$ cat config.mk
export PLATFORM = sky130hd
export DESIGN_NAME = pc_msg_parser_flat
export DESIGN_NICKNAME = d
export VERILOG_FILES = /design/src/rtl/pc_msg_parser_if.sv /design/src/rtl/pc_msg_parser.sv /design/src/flat_wrapper.sv
export SDC_FILE = /design/constraint.sdc
export NUM_CORES = 1
export LEC_CHECK = 0
export ABC_AREA = 1
export ABC_CLOCK_PERIOD_IN_PS = 3980
export CORE_ASPECT_RATIO = 0.8
export CORE_MARGIN = 10
export CORE_UTILIZATION = 49
export DETAILED_ROUTE_END_ITERATION = 10
export GPL_ROUTABILITY_DRIVEN = 1
export PLACE_DENSITY_LB_ADDON = 0.05
export SLEW_MARGIN = 20
export SYNTH_ARGS = -nofsm -noshare
export SYNTH_HDL_FRONTEND = slang
export SYNTH_SLANG_ARGS = --single-unit
$ cat constraint.sdc
create_clock -name CLK -period 3.98 [get_ports CLK]
set_input_delay 0.796 -clock CLK [delete_from_list [all_inputs] [get_ports CLK]]
set_output_delay 0.796 -clock CLK [all_outputs]
set_load 0.05 [all_outputs]
$ cat src/rtl/pc_msg_parser_if.sv
// Host-command bus between the write FIFO, the parser and the command consumer.
// The master modport is the parser's view; the slave modport is the view of
// the surrounding logic (FIFO read side plus command consumer).
interface pc_msg_parser_if #(
  parameter int XB_SIZE = 32
);
  logic                   pc_msg_valid;
  logic [XB_SIZE-1:0]     pc_msg;
  logic                   pc_msg_ack;
  logic                   cmd_valid;
  logic                   cmd_ready;
  logic [3*XB_SIZE-1:0]   cmd;
  logic                   cmd_start;
  logic                   cmd_stop;
  logic                   frame_error;
  logic [15:0]            n_cmd;
  logic [7:0]             n_err;

  modport master (
    input  pc_msg_valid,
    input  pc_msg,
    output pc_msg_ack,
    output cmd_valid,
    input  cmd_ready,
    output cmd,
    output cmd_start,
    output cmd_stop,
    output frame_error,
    output n_cmd,
    output n_err
  );

  modport slave (
    output pc_msg_valid,
    output pc_msg,
    input  pc_msg_ack,
    input  cmd_valid,
    output cmd_ready,
    input  cmd,
    input  cmd_start,
    input  cmd_stop,
    input  frame_error,
    input  n_cmd,
    input  n_err
  );
endinterface

$ cat src/rtl/pc_msg_parser.sv
// Host command parser: pops 32-bit words from the FWFT write FIFO, frames them
// into 3-word commands (LSW first), tags each as START (non-zero) or STOP
// (all zero) and hands it to the consumer with a valid/ready handshake.
// A stalled partial command is dropped after TIMEOUT idle cycles so framing
// always recovers from a short host write.
module pc_msg_parser #(
  parameter int XB_SIZE = 32,
  parameter int TIMEOUT = 1024,
  parameter int DELAY   = 1
) (
  input  logic CLK,
  input  logic RESET,
  pc_msg_parser_if.master bus
);

  localparam int CMD_W  = 3 * XB_SIZE;
  localparam int IDLE_W = (TIMEOUT > 0) ? $clog2(TIMEOUT + 1) : 1;
  localparam logic [IDLE_W-1:0] IDLE_MAX = IDLE_W'(TIMEOUT);

  // DELAY is kept so existing instantiations still elaborate; registered
  // assignments here are zero-delay, so it only has to be non-negative.
  if (DELAY < 0) begin : g_delay_range
  end

  typedef enum logic [1:0] {
    S_W0   = 2'd0,
    S_W1   = 2'd1,
    S_W2   = 2'd2,
    S_HOLD = 2'd3
  } state_t;

  state_t              state_q;
  state_t              state_d;
  logic [XB_SIZE-1:0]  word0_q;
  logic [XB_SIZE-1:0]  word1_q;
  logic [CMD_W-1:0]    cmd_q;
  logic [CMD_W-1:0]    cmd_asm;
  logic                cmd_start_q;
  logic                cmd_stop_q;
  logic                frame_error_q;
  logic [15:0]         n_cmd_q;
  logic [7:0]          n_err_q;
  logic [IDLE_W-1:0]   idle_q;

  logic                ack_c;
  logic                cmd_valid_c;
  logic                in_wait;
  logic                timeout_hit;
  logic                handoff;

  // Idle counter step; holds at IDLE_MAX so it can never wrap.
  function automatic logic [IDLE_W-1:0] sat_inc_idle(input logic [IDLE_W-1:0] v);
    return (v == IDLE_MAX) ? v : v + IDLE_W'(1);
  endfunction

  // Error counter step; sticks at 255.
  function automatic logic [7:0] sat_inc8(input logic [7:0] v);
    return (v == 8'hff) ? v : v + 8'd1;
  endfunction

  // The word being accepted in W2 completes the command.
  assign cmd_asm = {bus.pc_msg, word1_q, word0_q};

  assign in_wait     = (state_q == S_W1) || (state_q == S_W2);
  // An accepted word always wins over an expiring idle count.
  assign timeout_hit = (TIMEOUT != 0) && in_wait && !ack_c && (idle_q == IDLE_MAX);
  assign handoff     = cmd_valid_c && bus.cmd_ready;

  // State register.
  always_ff @(posedge CLK) begin
    if (RESET) begin
      state_q <= S_W0;
    end else begin
      state_q <= state_d;
    end
  end

  // Next-state logic: three accepted words fill a command, then hold it
  // until the consumer takes it; a timeout abandons a partial command.
  always_comb begin
    state_d = state_q;
    case (state_q)
      S_W0: begin
        if (ack_c) state_d = S_W1;
      end
      S_W1: begin
        if (ack_c)            state_d = S_W2;
        else if (timeout_hit) state_d = S_W0;
      end
      S_W2: begin
        if (ack_c)            state_d = S_HOLD;
        else if (timeout_hit) state_d = S_W0;
      end
      S_HOLD: begin
        if (handoff) state_d = S_W0;
      end
      default: state_d = S_W0;
    endcase
  end

  // Outputs decoded from state: pop whenever a word slot is open, and
  // present the command for the whole time the FSM sits in HOLD.
  always_comb begin
    ack_c       = 1'b0;
    cmd_valid_c = 1'b0;
    ack_c       = bus.pc_msg_valid && (state_q != S_HOLD) && !RESET;
    cmd_valid_c = (state_q == S_HOLD);
  end

  // Word slots for the first two words; they need no reset because the
  // command register only samples them together with a fresh word2.
  always_ff @(posedge CLK) begin
    if (ack_c && (state_q == S_W0)) word0_q <= bus.pc_msg;
    if (ack_c && (state_q == S_W1)) word1_q <= bus.pc_msg;
  end

  // Command register and START/STOP tag, captured with word2.
  always_ff @(posedge CLK) begin
    if (RESET) begin
      cmd_q       <= '0;
      cmd_start_q <= 1'b0;
      cmd_stop_q  <= 1'b0;
    end else if (ack_c && (state_q == S_W2)) begin
      cmd_q       <= cmd_asm;
      cmd_stop_q  <= (cmd_asm == '0);
      cmd_start_q <= (cmd_asm != '0);
    end
  end

  // Inter-word idle counter; only runs while a command is partially built.
  always_ff @(posedge CLK) begin
    if (RESET) begin
      idle_q <= '0;
    end else if (ack_c || !in_wait || timeout_hit) begin
      idle_q <= '0;
    end else begin
      idle_q <= sat_inc_idle(idle_q);
    end
  end

  // Status: frame_error pulse, handoff count (wraps) and error count (sticks).
  always_ff @(posedge CLK) begin
    if (RESET) begin
      frame_error_q <= 1'b0;
      n_cmd_q       <= 16'd0;
      n_err_q       <= 8'd0;
    end else begin
      frame_error_q <= timeout_hit;
      if (handoff)     n_cmd_q <= n_cmd_q + 16'd1;
      if (timeout_hit) n_err_q <= sat_inc8(n_err_q);
    end
  end

  assign bus.pc_msg_ack  = ack_c;
  assign bus.cmd_valid   = cmd_valid_c;
  assign bus.cmd         = cmd_q;
  assign bus.cmd_start   = cmd_start_q;
  assign bus.cmd_stop    = cmd_stop_q;
  assign bus.frame_error = frame_error_q;
  assign bus.n_cmd       = n_cmd_q;
  assign bus.n_err       = n_err_q;

endmodule

$ cat src/flat_wrapper.sv
// flat-port wrapper written by rule: the top's interface ports become plain ports
module pc_msg_parser_flat 
#(
  parameter int XB_SIZE = 32,
  parameter int TIMEOUT = 1024,
  parameter int DELAY   = 1
)
  (CLK, RESET, bus_pc_msg_valid, bus_pc_msg, bus_pc_msg_ack, bus_cmd_valid, bus_cmd_ready, bus_cmd, bus_cmd_start, bus_cmd_stop, bus_frame_error, bus_n_cmd, bus_n_err);
  pc_msg_parser_if #(.XB_SIZE(XB_SIZE)) bus_i ();
  input  logic CLK;
  input  logic RESET;
  input wire logic [$bits(bus_i.pc_msg_valid)-1:0] bus_pc_msg_valid;
  input wire logic [$bits(bus_i.pc_msg)-1:0] bus_pc_msg;
  output wire logic [$bits(bus_i.pc_msg_ack)-1:0] bus_pc_msg_ack;
  output wire logic [$bits(bus_i.cmd_valid)-1:0] bus_cmd_valid;
  input wire logic [$bits(bus_i.cmd_ready)-1:0] bus_cmd_ready;
  output wire logic [$bits(bus_i.cmd)-1:0] bus_cmd;
  output wire logic [$bits(bus_i.cmd_start)-1:0] bus_cmd_start;
  output wire logic [$bits(bus_i.cmd_stop)-1:0] bus_cmd_stop;
  output wire logic [$bits(bus_i.frame_error)-1:0] bus_frame_error;
  output wire logic [$bits(bus_i.n_cmd)-1:0] bus_n_cmd;
  output wire logic [$bits(bus_i.n_err)-1:0] bus_n_err;
  assign bus_i.pc_msg_valid = bus_pc_msg_valid;
  assign bus_i.pc_msg = bus_pc_msg;
  assign bus_pc_msg_ack = bus_i.pc_msg_ack;
  assign bus_cmd_valid = bus_i.cmd_valid;
  assign bus_i.cmd_ready = bus_cmd_ready;
  assign bus_cmd = bus_i.cmd;
  assign bus_cmd_start = bus_i.cmd_start;
  assign bus_cmd_stop = bus_i.cmd_stop;
  assign bus_frame_error = bus_i.frame_error;
  assign bus_n_cmd = bus_i.n_cmd;
  assign bus_n_err = bus_i.n_err;
  pc_msg_parser #(.XB_SIZE(XB_SIZE), .TIMEOUT(TIMEOUT), .DELAY(DELAY)) u_core (.CLK(CLK), .RESET(RESET), .bus(bus_i));
endmodule
* Yosys cells after proc, flatten, opt, wreduce, memory -nomap -nowiden
Cells that the tools add are included.
Storage, ports and cells: register bits 200, output and inout bits 125, word-level logic and storage cells 48
Cells by class: $add $sub $neg 3, equal/unequal tests 8, muxes and demuxes 6, bitwise operators 1, reductions and logical operators 20
Operator list (number):
- 96-bit logical NOT | 1
- 96-bit nonzero test | 1
- 16-bit by 1-bit adder with 16-bit output, second input constant | 1
- 11-bit by 1-bit adder with 11-bit output, second input constant | 1
- 11-bit == test, second input constant | 1
- 2-bit two-way mux | 5
- 8-bit by 1-bit adder with 8-bit output, second input constant | 1
- 8-bit == test, second input constant | 1
- 1-bit logical AND | 8
- 2-bit one-hot mux with 4 select lines | 1
- 2-bit == test, second input constant | 2
- 2-bit inequality test, second input constant | 2
- 2-bit AND reduction | 2
- 1-bit logical NOT | 3
- 1-bit logical OR | 3
- 2-bit by 1-bit == test with 1-bit output, second input constant | 1
- 2-bit logical NOT | 1
- 2-bit by 1-bit inequality test with 1-bit output, second input constant | 1
- 2-bit OR reduction | 1
- 1-bit NOT | 1

* Depth between registers and ports, before layout
depth in word-level cells 9, gate-level depth with buffers 12, depth with buffers taken out 11

* Worst setup path after synthesis
OpenSTA, ideal clock, no wires.
path kind input -> register, start point input port RESET, end point register u_core.word0_q[0] (enable), setup time 421 ps, arrival time 2565 ps, required time 3559 ps, setup slack 993 ps, stages on the path 5, buffers on the path 2, cell sequence buf_6 -> inv_2 -> buf_6 -> nand3_4 -> nor2_1
On the way: word-level cells in the longest chain between the ends 3
RTL lines:
- start, declared | line flat_wrapper.sv:11 | input logic RESET;
- 1-bit logical NOT | line pc_msg_parser.sv:106 | ack_c = bus.pc_msg_valid && (state_q != S_HOLD) && !RESET;
- 1-bit logical AND | line pc_msg_parser.sv:106
- 1-bit logical AND | line pc_msg_parser.sv:113 | if (ack_c && (state_q == S_W0)) word0_q <= bus.pc_msg;
- end signal, assigned | line pc_msg_parser.sv:113
- end, declared | line pc_msg_parser.sv:34 | logic [XB_SIZE-1:0] word0_q;
Every way passes these cells. A chain may end at the register's enable or synchronous reset.

* Final worst setup path
start point input port RESET, end point output port bus_pc_msg_ack
On the way: word-level cells in the longest chain between the ends 2
RTL lines:
- 1-bit logical NOT | line pc_msg_parser.sv:106
- 1-bit logical AND | line pc_msg_parser.sv:106
- end, declared | line flat_wrapper.sv:14 | output wire logic [$bits(bus_i.pc_msg_ack)-1:0] bus_pc_msg_ack;
Every way passes these cells.

==> summary.txt <==
Final layout
  – Fillcell total: 1,295
  – Sequential cell area: between 4000 and 5000 um2
  – Nets: 1,030
  – Design area: 9960 um2
  – Share of cells above drive strength 1: ~6.5%
  – Diodes inserted: 0
  – Final Util: between 60% and 70%
  – Area growth syn-to-layout: 31.4%
  – Multi-input logic area: between 2000 and 3000 um2

Clocking
  – Hold-fix buffers at CTS: 0
  – Worst-path clk slew: 0.07 ns
  – Htree depth: 4
  – Clock Sinks: 200
  – Clock latency on the worst-skew pair: 0.43 ns
  – CTS Buf Count: 17
  – Post-CTS Resized: 0
  – Post-CTS setup buffers: 0
  – Clock Tree Root: clkbuf_16
  – CTS tree: built
  – CTS max path bufs: 2

Route
  – Drt total wl: between 15,000 and 20,000 um
  – DRC: 0
  – Post-DRT Antenna Nets: 0
  – WL/cell: 15.6 um
  – DRT Pass-1 Iters: 5
  – Initial DRC count: around 440
  – Detailed-route via count: 5,972
  – Vias per std cell: 4.94

Timing
  – Worst Clk Skew: 0.00796 ns
  – Setup TNS Final: 0 ns
  – Max-slew headroom: 35.8%
  – Fmax: 361 MHz
  – Fin crit share: ~70%
  – Clock period minus worst slack: around 2.8 ns
  – Fin. Hold Viols: 0
  – Hold slack: 0.479 ns
  – Final worst slack: 1.21 ns
  – Slew @ Worst Pin: 0.964 ns
  – Final setup fails: 0
  – RSZ-0062 raised after global routing: false
  – Slew Viols, Final: 0

Pwr
  – Peak VDD IR: 0.348 mV
  – Power Internal: 3.64 mW
  – Clk network pwr share: 34.2%
  – Switching part of the total power: a little under a third
  – Logic pwr share: about a fifth
  – Sequential power share: roughly 46%
  – Net Sw Power: 1.63 mW
  – PwrDens: 529 nW/um2
  – Lkg Pwr: 3.59 nW

Global routing
  – All-Layer GR Usage: between 10% and 20%
  – Largest net degree at the start of global routing: 109
  – Global-route wire length before repair: 30,000 um
  – Vias in the first global route: 5,546
  – Global route overflow: 0
  – Initial antenna violation count: 0

Floorplan
  – Die area: 20,900 um2
  – Initial core utilization: approximately half
  – Chip height: 131 um
  – Die X: 159 um
  – Core box area: 15,100 um2
  – I/O Pins: 161
  – Core Rows: 40

Synth
  – Post-synthesis cell area: 7580 um2
  – Post-Syn Instances: 834
  – Compound-gate portion of the synthesized area: between 10% and 20%
  – Sequential area share after synthesis: about three fifths
  – Yosys Warn Count: 0
  – Post-synthesis adder-cell area fraction: about 1.5%
  – Avg Synthesized Cell Area: 9.09 um2
  – Yosys reg bits: 200
  – Synth Area in XOR/XNOR: less than 1%
  – Synth Net Count: between 800 and 900
  – Post-synth cell types: 37
  – Largest family of logic cells by synthesized area: simple AND/OR/NAND/NOR gates
  – Simple-gate area share of the yosys netlist: roughly a fifth
  – Mux share of post-synthesis cell area: 0%

Placement
  – RePlAce Congestion: 0.815
  – Area post-placement: just over 9000 um2
  – PortBufs: 160
  – Setup WS pre-CTS: 1.06 ns
  – HPWL after DPL: 12,900 um

Job
  – Maxcap violations: 0

Setup path
  – CP Launch Type: input pin
  – Setup CP Type: in2out
  – CP Capture Type: primary output
  – Arr. time, crit path: 1.98 ns
  – CP Max Fanout: 18
  – Worst Path Required: 3.18 ns

Min path
  – Worst Hold Class: reg2reg

Outcome
  – Status: completed
==> synth_stat cells, drive strengths merged <==
cell type / instances / area, um2
xnor2: 3 / 26.3
a31o: 1 / 8.76
a22oi: 1 / 7.51
nor2: 229 / 877
nand2: 73 / 297
nor3b: 2 / 20.0
and3: 1 / 6.26
xor2: 4 / 35.0
nand3: 35 / 205
nor3: 12 / 70.1
dfxtp: 136 / 2720
o21ai: 108 / 541
ha: 9 / 113
nand3b: 1 / 7.51
nor4: 3 / 18.8
or2: 1 / 6.26
clkbuf: 20 / 75.1
nand4: 4 / 25.0
buf: 15 / 103
inv: 60 / 230
a21oi: 49 / 245
a21o: 1 / 7.51
o21a: 2 / 15.0
edfxtp: 64 / 1920
==> metrics by stage <==
stage | std cells | total power, mW
3_5_place_dp | 1176 | 3.51
6_report | 1208 | 5.27
5_1_grt | 1208 | 5.49
4_1_cts | 1208 | 5.31
2_1_floorplan | 834 | 3.14
3_3_place_gp | 1176 | 3.51
==> state kept, by name, summed over array words and instances, names as in the netlist <==
| signal | count |
|---|---|
| u_core.bus.cmd | 96 |
| u_core.bus.cmd_start | 1 |
| u_core.bus.cmd_stop | 1 |
| u_core.bus.frame_error | 1 |
| u_core.bus.n_cmd | 16 |
| u_core.bus.n_err | 8 |
| u_core.idle_q | 11 |
| u_core.state_q | 2 |
| u_core.word0_q | 32 |
| u_core.word1_q | 32 |
==> critical path, cell delays in order <==
cell	delay, ns
clkdlybuf4s50_1	0.45
buf_4	0.22
inv_2	0.08
nand3_4	0.15
inv_1	0.11
buf_12	0.16
==> area by class of cell <==
type	count	share of cell area, %
multi-input combinational	539	25.6
clock buffer	17	4.27
inverter	60	2.32
sequential	200	46.6
tap	210	2.64
clock inverter	15	1.88
timing repair buffer	167	16.7
==> cell usage in the layout, fill, tap and decap left out, types with 4 or more instances in the layout <==
master / count
nor2_2: 4
o21ai_1: 5
nand4_1: 4
xor2_1: 4
clkbuf_16: 17
dfxtp_1: 136
edfxtp_1: 64
buf_4: 7
inv_6: 5
nand3_1: 32
a21oi_1: 49
o21ai_0: 103
nand2_1: 68
inv_1: 55
clkdlybuf4s50_1: 159
nor2_1: 222
nor3_1: 10
ha_1: 9
==> power groups by stage <==
stage | logic, mW | clock network, mW | registers (mW)
2_1_floorplan | 0.382 | 0 | 2.76
3_3_place_gp | 1.07 | 0 | 2.44
3_5_place_dp | 1.08 | 0 | 2.44
4_1_cts | 1.08 | 1.83 | 2.40
5_1_grt | 1.16 | 1.91 | 2.42
6_report | 1.07 | 1.81 | 2.40
==> metal layers <==
metal	GRT usage [%]	part of all wire, %	vias up
met5	0	0	-
met4	5.34	0.82	0
met3	5.90	7.3	13
met2	26.3	45	160
met1	23.6	47	2745
li1	-	-	3054
==> kinds of logic (layout without fill, tap and decap cells) <==
family	Yosys count	in the layout
and+or+nand+nor	361	361
buffers and inverters	95	259
AOI/OAI and AO/OA	162	162
DFF	200	200
xor gates and xnor gates	7	7
adders and majority gates	9	9
==> path summary, 6_finish.rpt <==
path                                      endpoint  depth (start not counted)  slack (ns)                from
worst min-delay path            u_core.bus.cmd[45]                          2        0.48  u_core.bus.cmd[45]
worst max-delay path                bus_pc_msg_ack                          6        1.21               RESET
worst min register to register  u_core.bus.cmd[45]                          2        0.48  u_core.bus.cmd[45]
worst max register to register  u_core.word0_q[11]                          4        1.94   u_core.state_q[0]
(Power assumes the default switching activity.)
